### config.mk
export PLATFORM = sky130hd
export DESIGN_NAME = if_fetch_ctrl_flat
export DESIGN_NICKNAME = d
export VERILOG_FILES = /design/src/rtl/if_fetch_ctrl_pkg.sv /design/src/rtl/if_fetch_ctrl_if.sv /design/src/rtl/if_fetch_ctrl_fetch_fifo.sv /design/src/rtl/if_fetch_ctrl.sv /design/src/flat_wrapper.sv
export SDC_FILE = /design/constraint.sdc
export NUM_CORES = 1
export LEC_CHECK = 0
export ABC_CLOCK_PERIOD_IN_PS = 9000
export BUFFER_PORTS_ARGS = -buffer_cell sky130_fd_sc_hd__buf_4
export CAP_MARGIN = 20
export CORE_UTILIZATION = 50
export CTS_BUF_LIST = sky130_fd_sc_hd__clkbuf_16
export CTS_CLUSTER_SIZE = 40
export DETAILED_ROUTE_END_ITERATION = 8
export MAX_ROUTING_LAYER = met4
export PLACE_DENSITY = 0.74
export SLEW_MARGIN = 10
export SYNTH_ARGS = -nofsm -noshare
export SYNTH_HDL_FRONTEND = slang
export SYNTH_SLANG_ARGS = --single-unit
### constraint.sdc
create_clock -name i_clk -period 9 [get_ports i_clk]
set_clock_uncertainty 0.15 [all_clocks]
set_input_delay 0.45 -clock i_clk [delete_from_list [all_inputs] [get_ports i_clk]]
set_output_delay 0.45 -clock i_clk [all_outputs]
set_load 0.05 [all_outputs]
### src/rtl/if_fetch_ctrl_pkg.sv
// Shared constants and types for the instruction-fetch controller.
//   INST_ADDR_WIDTH / INST_DATA_WIDTH : instruction address / word widths
//   RESET_PC_DEFAULT                  : default fetch PC loaded on reset
//   PC_INC                            : sequential fetch increment (one word)
//   fetch_state_e                     : fetch FSM encoding
//   fetch_entry_t                     : one prefetch buffer entry {pc, inst}
package if_fetch_ctrl_pkg;

    localparam int unsigned INST_ADDR_WIDTH = 32;
    localparam int unsigned INST_DATA_WIDTH = 32;

    localparam logic [INST_ADDR_WIDTH-1:0] RESET_PC_DEFAULT = 32'h0000_0000;
    localparam logic [INST_ADDR_WIDTH-1:0] PC_INC           = 32'd4;

    typedef enum logic {
        StIdle = 1'b0,
        StRun  = 1'b1
    } fetch_state_e;

    typedef struct packed {
        logic [INST_ADDR_WIDTH-1:0] pc;
        logic [INST_DATA_WIDTH-1:0] inst;
    } fetch_entry_t;

endpackage

### src/rtl/if_fetch_ctrl_if.sv
// Bus bundle between the fetch controller and its environment.
//   fetch_en, redirect_valid, redirect_pc : control from the pipeline
//   rom_ce, rom_addr, rom_inst            : combinational instruction ROM port
//   out_valid, out_ready, out_pc, out_inst: valid/ready handshake to decode
// master = fetch controller side, slave = environment (ROM, decode, pipeline).
interface if_fetch_ctrl_if;
    import if_fetch_ctrl_pkg::*;

    logic                       fetch_en;
    logic                       redirect_valid;
    logic [INST_ADDR_WIDTH-1:0] redirect_pc;
    logic                       rom_ce;
    logic [INST_ADDR_WIDTH-1:0] rom_addr;
    logic [INST_DATA_WIDTH-1:0] rom_inst;
    logic                       out_valid;
    logic                       out_ready;
    logic [INST_ADDR_WIDTH-1:0] out_pc;
    logic [INST_DATA_WIDTH-1:0] out_inst;

    modport master (
        input  fetch_en, redirect_valid, redirect_pc, rom_inst, out_ready,
        output rom_ce, rom_addr, out_valid, out_pc, out_inst
    );

    modport slave (
        output fetch_en, redirect_valid, redirect_pc, rom_inst, out_ready,
        input  rom_ce, rom_addr, out_valid, out_pc, out_inst
    );

endinterface

### src/rtl/if_fetch_ctrl_fetch_fifo.sv
// Two-entry synchronous prefetch FIFO of {pc, inst}.
//   i_clk, i_rst : clock, synchronous active-high reset (clears storage too)
//   i_push       : write i_entry at the tail (caller guarantees not full)
//   i_pop        : retire the head (caller guarantees not empty)
//   i_flush      : drop all entries; wins over push and pop
//   i_entry      : entry to write
//   o_count      : number of valid entries (0..2)
//   o_head       : head entry storage, shown even when empty
module if_fetch_ctrl_fetch_fifo
    import if_fetch_ctrl_pkg::*;
(
    input  logic         i_clk,
    input  logic         i_rst,
    input  logic         i_push,
    input  logic         i_pop,
    input  logic         i_flush,
    input  fetch_entry_t i_entry,
    output logic [1:0]   o_count,
    output fetch_entry_t o_head
);

    fetch_entry_t r_mem [2];
    logic         r_head_ptr;
    logic         r_tail_ptr;
    logic [1:0]   r_count;

    always_ff @(posedge i_clk) begin
        if (i_rst) begin
            r_mem[0]   <= '0;
            r_mem[1]   <= '0;
            r_head_ptr <= 1'b0;
            r_tail_ptr <= 1'b0;
            r_count    <= 2'd0;
        end else if (i_flush) begin
            // Storage is left as-is; only the bookkeeping is cleared.
            r_head_ptr <= 1'b0;
            r_tail_ptr <= 1'b0;
            r_count    <= 2'd0;
        end else begin
            if (i_push) begin
                r_mem[r_tail_ptr] <= i_entry;
                r_tail_ptr        <= ~r_tail_ptr;
            end
            if (i_pop) begin
                r_head_ptr <= ~r_head_ptr;
            end
            case ({i_push, i_pop})
                2'b10:   r_count <= r_count + 2'd1;
                2'b01:   r_count <= r_count - 2'd1;
                default: r_count <= r_count;
            endcase
        end
    end

    assign o_count = r_count;
    assign o_head  = r_mem[r_head_ptr];

endmodule

### src/rtl/if_fetch_ctrl.sv
// Instruction-fetch controller: owns the fetch PC, issues reads to a
// combinational instruction ROM, buffers returned words in a 2-entry
// prefetch FIFO and hands them to decode over valid/ready. Redirects flush
// the buffer and restart fetch at the (word-aligned) target.
//   i_clk, i_rst : clock, synchronous active-high reset
//   io_bus       : fetch control, ROM port and decode handshake (master side)
module if_fetch_ctrl
    import if_fetch_ctrl_pkg::*;
#(
    parameter int unsigned                ADDR_W   = INST_ADDR_WIDTH,
    parameter int unsigned                DATA_W   = INST_DATA_WIDTH,
    parameter logic [INST_ADDR_WIDTH-1:0] RESET_PC = RESET_PC_DEFAULT,
    parameter int unsigned                DEPTH    = 2
) (
    input  logic            i_clk,
    input  logic            i_rst,
    if_fetch_ctrl_if.master io_bus
);

    fetch_state_e      r_state;
    logic [ADDR_W-1:0] r_fetch_pc;

    logic              w_push;
    logic              w_pop;
    logic [1:0]        w_count;
    fetch_entry_t      w_entry;
    fetch_entry_t      w_head;
    logic [ADDR_W-1:0] w_redirect_pc;
    logic              w_unused_redirect_lsb;

    // Low address bits are forced to zero, so the incoming ones are ignored.
    assign w_redirect_pc         = {io_bus.redirect_pc[ADDR_W-1:2], 2'b00};
    assign w_unused_redirect_lsb = ^io_bus.redirect_pc[1:0];

    // Issue only from registered state; a redirect cycle never issues.
    assign w_push = (r_state == StRun) && (w_count < 2'(DEPTH)) && !io_bus.redirect_valid;
    assign w_pop  = (w_count != 2'd0) && io_bus.out_ready;

    assign w_entry.pc   = r_fetch_pc;
    assign w_entry.inst = io_bus.rom_inst[DATA_W-1:0];

    always_ff @(posedge i_clk) begin
        if (i_rst) begin
            r_state <= StIdle;
        end else begin
            case (r_state)
                StIdle:  if (io_bus.fetch_en) r_state <= StRun;
                StRun:   if (!io_bus.fetch_en) r_state <= StIdle;
                default: r_state <= StIdle;
            endcase
        end
    end

    always_ff @(posedge i_clk) begin
        if (i_rst) begin
            r_fetch_pc <= RESET_PC;
        end else if (io_bus.redirect_valid) begin
            r_fetch_pc <= w_redirect_pc;
        end else if (w_push) begin
            r_fetch_pc <= r_fetch_pc + PC_INC;  // wraps modulo 2^ADDR_W
        end
    end

    // A pop in a redirect cycle still completes; the flush then clears all.
    if_fetch_ctrl_fetch_fifo u_fifo (
        .i_clk   (i_clk),
        .i_rst   (i_rst),
        .i_push  (w_push),
        .i_pop   (w_pop),
        .i_flush (io_bus.redirect_valid),
        .i_entry (w_entry),
        .o_count (w_count),
        .o_head  (w_head)
    );

    assign io_bus.rom_ce    = w_push;
    assign io_bus.rom_addr  = r_fetch_pc;
    assign io_bus.out_valid = (w_count != 2'd0);
    assign io_bus.out_pc    = w_head.pc;
    assign io_bus.out_inst  = w_head.inst;

endmodule
### src/flat_wrapper.sv
// flat-port wrapper written by rule: the top's interface ports become plain ports
module if_fetch_ctrl_flat import if_fetch_ctrl_pkg::*;
#(
    parameter int unsigned                ADDR_W   = INST_ADDR_WIDTH,
    parameter int unsigned                DATA_W   = INST_DATA_WIDTH,
    parameter logic [INST_ADDR_WIDTH-1:0] RESET_PC = RESET_PC_DEFAULT,
    parameter int unsigned                DEPTH    = 2
)
  (i_clk, i_rst, io_bus_fetch_en, io_bus_redirect_valid, io_bus_redirect_pc, io_bus_rom_inst, io_bus_out_ready, io_bus_rom_ce, io_bus_rom_addr, io_bus_out_valid, io_bus_out_pc, io_bus_out_inst);
  if_fetch_ctrl_if io_bus_i ();
  input  logic i_clk;
  input  logic i_rst;
  input wire logic [$bits(io_bus_i.fetch_en)-1:0] io_bus_fetch_en;
  input wire logic [$bits(io_bus_i.redirect_valid)-1:0] io_bus_redirect_valid;
  input wire logic [$bits(io_bus_i.redirect_pc)-1:0] io_bus_redirect_pc;
  input wire logic [$bits(io_bus_i.rom_inst)-1:0] io_bus_rom_inst;
  input wire logic [$bits(io_bus_i.out_ready)-1:0] io_bus_out_ready;
  output wire logic [$bits(io_bus_i.rom_ce)-1:0] io_bus_rom_ce;
  output wire logic [$bits(io_bus_i.rom_addr)-1:0] io_bus_rom_addr;
  output wire logic [$bits(io_bus_i.out_valid)-1:0] io_bus_out_valid;
  output wire logic [$bits(io_bus_i.out_pc)-1:0] io_bus_out_pc;
  output wire logic [$bits(io_bus_i.out_inst)-1:0] io_bus_out_inst;
  assign io_bus_i.fetch_en = io_bus_fetch_en;
  assign io_bus_i.redirect_valid = io_bus_redirect_valid;
  assign io_bus_i.redirect_pc = io_bus_redirect_pc;
  assign io_bus_i.rom_inst = io_bus_rom_inst;
  assign io_bus_i.out_ready = io_bus_out_ready;
  assign io_bus_rom_ce = io_bus_i.rom_ce;
  assign io_bus_rom_addr = io_bus_i.rom_addr;
  assign io_bus_out_valid = io_bus_i.out_valid;
  assign io_bus_out_pc = io_bus_i.out_pc;
  assign io_bus_out_inst = io_bus_i.out_inst;
  if_fetch_ctrl #(.ADDR_W(ADDR_W), .DATA_W(DATA_W), .RESET_PC(RESET_PC), .DEPTH(DEPTH)) u_core (.i_clk(i_clk), .i_rst(i_rst), .io_bus(io_bus_i));
endmodule
Yosys cells after proc, flatten, opt, wreduce, memory -nomap -nowiden
Memory sizes are Yosys's and may differ from the RTL's. A register that Yosys moved wholly into a read port is not among the register bits.
Index checks and enable logic that the tools add are counted.
- bits in registers: 37
- bits in latches: 0
- RAM bits: 128
- memory bits (read-only): 0
- bits of input ports: 69
- output and inout port bits: 98
- logic and storage cells: 39
- memories kept: 1
- add/subtract/negate cells: 3
- $mul: 0
- div/mod/pow operators: 0
- magnitude comparators: 1
- equality and inequality tests: 2
- shifts and indexed selects: 0
- muxes and demuxes: 15
- bitwise logic cells: 2
- reduce and logical (&&, ||, !) cells: 9
- memories (name ; depth ; width ; rd ports ; clocked after Yosys merged registers in ; write ports ; line ; RTL):
    u_core.u_fifo.r_mem ; 2 ; 64 ; 1 ; 1 ; 2 ; if_fetch_ctrl_fetch_fifo.sv:22 ; fetch_entry_t r_mem [2];
- operators with widths (cell ; number):
    2-to-1 mux 32 bit ; 2
    2-to-1 mux 64 bit ; 1
    OR reduction 64 bit ; 1
    adder 32 x 3 -> 32 bit (second input constant) ; 1
    2-to-1 mux 1 bit ; 11
    nonzero test 2 bit ; 3
    case mux 2 bit (2 select lines) ; 1
    logical AND 1 bit ; 3
    adder 2 x 1 -> 2 bit (second input constant) ; 1
    equality test 2 x 1 -> 1 bit (second input constant) ; 1
    equality test 2 bit (second input constant) ; 1
    less-than comparator 2 bit (second input constant) ; 1
    NOT 1 bit ; 2
    OR reduction 2 bit ; 1
    subtractor 2 x 1 -> 2 bit (second input constant) ; 1
    zero test 1 bit ; 1

Longest topological paths before layout
- depth in word-level cells: 9
- mapped depth: 9
- mapped depth without buffers: 7

Modules after synthesis
A second synthesis with hierarchy kept.
- cell total of the unflattened synthesis: 615
- area, all modules: 7746.2 um2
- modules (own cells, without submodules) (module ; instances ; cells an instance ; area each (um2) ; seq. area each (um2)):
    if_fetch_ctrl_fetch_fifo ; 1 ; 379 ; 5870.6 ; 3943.8
    if_fetch_ctrl ; 1 ; 236 ; 1875.5 ; 620.6

Least setup slack after synthesis
Ideal clock, no wire load.
- kind: input-to-reg
- start: in io_bus_redirect_valid
- end: mem u_core.u_fifo.r_mem[0][0] (netlist bit), enable pin
- library setup time: 0.495 ns
- arrival: 3.902 ns
- required time: 8.355 ns
- path slack: 4.453 ns
- stages on the path: 5
- path buffers: 2
- cell sequence: clkbuf_1 inv_2 clkbuf_8 nand2_1 o21bai_1
- RTL lines (element ; line ; RTL):
    start, declared ; flat_wrapper.sv:14 ; input wire logic [$bits(io_bus_i.redirect_valid)-1:0] io_bus_redirect_valid;
    end, declared ; if_fetch_ctrl_fetch_fifo.sv:22 ;

==> flow_metrics.py <==
metrics = {
    "setup_path": {
        "crit_path_start_kind": "flip-flop",
        "critical_path_arrival_ns": 2.05,
        "critical_path_class": "reg -> out",
        "r2r_end": "u_core.io_bus.rom_addr[21]",
        "setup.worst_path.end_class": "output pin",
        "critPathRequiredTime_ns": 8.40,
        "worst-r2r-cell-count": 4,
        "register_to_register_setup_slack_ns": 6.43,
        "timing.rr.start": "u_core.u_fifo.o_count[1]",
        "critical_path_peak_fanout": 62,
    },
    "final_layout": {
        "design.final.nets": 817,
        "insertedDiodeCount": 0,
        "finish.utilization_pct": 64.2,
        "drive_gt1_share_pct": 35.3,
        "synthToLayoutAreaGrowth_pct": 24.4,
    },
    "yosys": {
        "async_flop_share_pct": 0,
        "netlist_top_cells_area": "sky130_fd_sc_hd__edfxtp_1 49%, sky130_fd_sc_hd__dfxtp_1 9.6%, sky130_fd_sc_hd__mux2_2 9.3%",
        "synth_top_cell_by_area": "sky130_fd_sc_hd__edfxtp_1",
        "yosys-top-cells-count": "124 x sky130_fd_sc_hd__edfxtp_1, 67 x sky130_fd_sc_hd__and3_1, 64 x sky130_fd_sc_hd__and2_1, 62 x sky130_fd_sc_hd__mux2_2, 36 x sky130_fd_sc_hd__dfxtp_1",
        "yosys_warnings": 0,
        "synth_flop_cell": "sky130_fd_sc_hd__edfxtp_1",
        "synth_edf_count": 124,
        "synth_area_per_cell_um2": 12.3,
        "synth-seq-area-share_pct": 59.0,
        "postSynthRegisterBits": 160,
        "syn_area_mm2": 0.00753,
        "number_of_instances_in_the_synthesized_netlist": 610,
        "synth_top_area_share_pct": 49.5,
        "netlist-cell-type-count": 58,
        "post-synth-top-count-cell": "sky130_fd_sc_hd__edfxtp_1",
    },
    "floorplanning": {
        "die-height_um": 125,
        "placeableCoreArea_mm2": 0.0146,
        "count_of_standard_cell_rows": 44,
        "die_area_mm2": 0.0155,
        "floorplan.initialDensity_pct": 51.6,
        "io_pins": 167,
        "chip_width_um": 125,
    },
    "grt": {
        "grt_antenna_before_repair": 0,
        "grt_pass1_vias": 5490,
        "grt_start_max_net_pins": 69,
        "grt_use_met2_pct": 37.5,
        "track_usage_pct": 23.8,
        "gr-total-overflow": 0,
        "grt_pass1_wl_um": 28100,
        "met3_usage_pct": 5.46,
        "groute.layer.met1.usage_pct": 30.1,
        "grt_busiest_layer": "met2",
    },
    "worst_hold_path": {
        "hold-path-endpoint": "u_core.r_state",
        "hold_start": "io_bus_fetch_en",
        "holdCritPathClass": "in -> reg",
        "worst_hold_path.num_cells": 2,
    },
    "drt": {
        "drtAntennaViolNets": 0,
        "detail_route.wirelength_um": 17800,
        "avgViaCountPerCell": 5.77,
        "drt_first_iter_violations": 485,
        "routed-via-count": 5443,
        "drt-pass1-iter-count": 5,
        "drt_drc_violations_left": 0,
        "wl_per_cell_um": 18.9,
    },
    "pwr": {
        "power-per-cell-area_mw_per_mm2": 192,
        "ir_worst_vdd_mv": 0.122,
        "cellLeakagePower_nw": 3.91,
    },
    "flow_run": {
        "drv.max_cap_violation_count": 0,
    },
    "clocking": {
        "cts_bufs_inserted": 17,
        "cts_resized": 0,
        "cts-hold-fix-buffers": 0,
        "cts.sinks": 160,
        "cts_tree": "done",
        "cts_root_buf": "sky130_fd_sc_hd__clkbuf_16",
        "cts_max_level": 4,
        "cts_max_path_buffers": 2,
        "postCtsSetupRepairBufs": 0,
        "clk-insertion-delay-late_ns": 0.42,
        "path_clk_slew_ns": 0.06,
    },
    "sta": {
        "setup_viol": 0,
        "timing.final.crit_period_ns": 2.65,
        "hold_viol_final": 0,
        "finalSetupTns_ns": 0,
        "relSlewSlack_pct": 41.4,
        "grt_setup_unrepaired": "false",
        "max_slew_violation_total_from_the_final_report": 0,
        "max_freq_mhz": 378,
        "fin_crit_sh_pct": 29.4,
        "worst-slew-pin-transition_ns": 0.878,
    },
    "place": {
        "gp_congestion": 0.900,
        "dp_hpwl_um": 10800,
        "buffer_ports.inserted": 160,
    },
    "outcome": {
        "status": "finished, final reports clean",
    },
}
layout make-up:
class                           instances  area [um^2]
Tap cell                              184          230
Sequential cell                       160         4450
Clock inverter                         15          140
Inverter                               10         37.5
Clock buffer                           17          425
Fill cell                            1147         5230
Multi-Input combinational cell        391         2810
Timing Repair Buffer                  166         1270
registers in the layout, indices dropped and copies added, names as in the netlist, named ones only:
| signal | cells |
|---|---|
| u_core.r_state | 1 |
| u_core.u_fifo.o_count | 2 |
| u_core.u_fifo.r_mem | 124 |
| u_core.u_fifo.r_tail_ptr | 1 |
| u_core.io_bus.rom_addr | 30 |
| u_core.u_fifo.r_head_ptr | 1 |
where the power goes:
part	internal [mW]	leakage [nW]	switching, mW	total, mW
clock	0.425	0.290	0.271	0.696
sequential	0.831	1.59	0.0280	0.859
combinational	0.0791	2.03	0.158	0.237
critical path, stage by stage, from the launching register on:
cell and delay, ns:
sky130_fd_sc_hd__dfxtp_2 0.32, sky130_fd_sc_hd__buf_4 0.63, sky130_fd_sc_hd__mux2_2 0.43, sky130_fd_sc_hd__buf_4 0.19
how the worst max path moves through the flow:
| stage | startpoint | endpoint | cells after the start |
|---|---|---|---|
| 5_1_grt | flip-flop | io_bus_out_inst[13] | 3 |
| 2_1_floorplan | io_bus_redirect_valid | u_core.u_fifo.r_mem[0][0] | 5 |
| 3_5_place_dp | io_bus_redirect_valid | u_core.u_fifo.r_mem[0][23] | 5 |
| 3_3_place_gp | io_bus_redirect_valid | u_core.u_fifo.r_mem[0][28] | 5 |
| 4_1_cts | flip-flop | io_bus_out_pc[7] | 3 |
| 6_report | flip-flop | io_bus_out_pc[7] | 3 |
layout by cell type, fill, tap and decap left out, drive strengths merged, types with 6 or more instances in the layout:
cell type	n
a211oi	13
a311oi	8
and2	64
and3	69
buf	166
clkbuf	17
clkinv	6
dfxtp	36
edfxtp	124
inv	15
mux2	62
nand2	13
nand3	12
nand4	14
nor2	29
nor3	12
nor4	8
or4	7
xnor2	11
cell families after synthesis:
kind of cell / Yosys count / synth area share, %
AO/OA/AOI/OAI: 56 / 5.59
XOR/XNOR: 16 / 1.86
adder cells (fa/ha/maj): 2 / 0.332
buffers and inverters: 62 / 4.07
flip-flops: 160 / 59.0
multiplexers: 62 / 9.28
other: 1 / 0.0498
AND/OR/NAND/NOR: 251 / 19.8
layer usage:
metal / vias up / wire [um]
met3: 30 / 1160
li1: 2545 / -
met2: 232 / 8440
met5: - / 0
met4: 0 / 287
met1: 2636 / 7900
per-stage QoR:
step / instance area, um^2 / power, mW / hold slack (ns) / setup WS [ns] / std cells
after floorplan: 7540 / 1.03 / 0.370 / 4.45 / 613
after global placement: 8770 / 1.10 / 0.384 / 6.09 / 910
after detailed placement: 8790 / 1.11 / 0.391 / 6.03 / 911
after CTS: 9360 / 1.80 / 0.0859 / 6.32 / 943
after global routing: 9360 / 1.85 / 0.0854 / 6.25 / 943
final: 9360 / 1.79 / 0.100 / 6.35 / 943
Power figures use the tool's default switching activity.
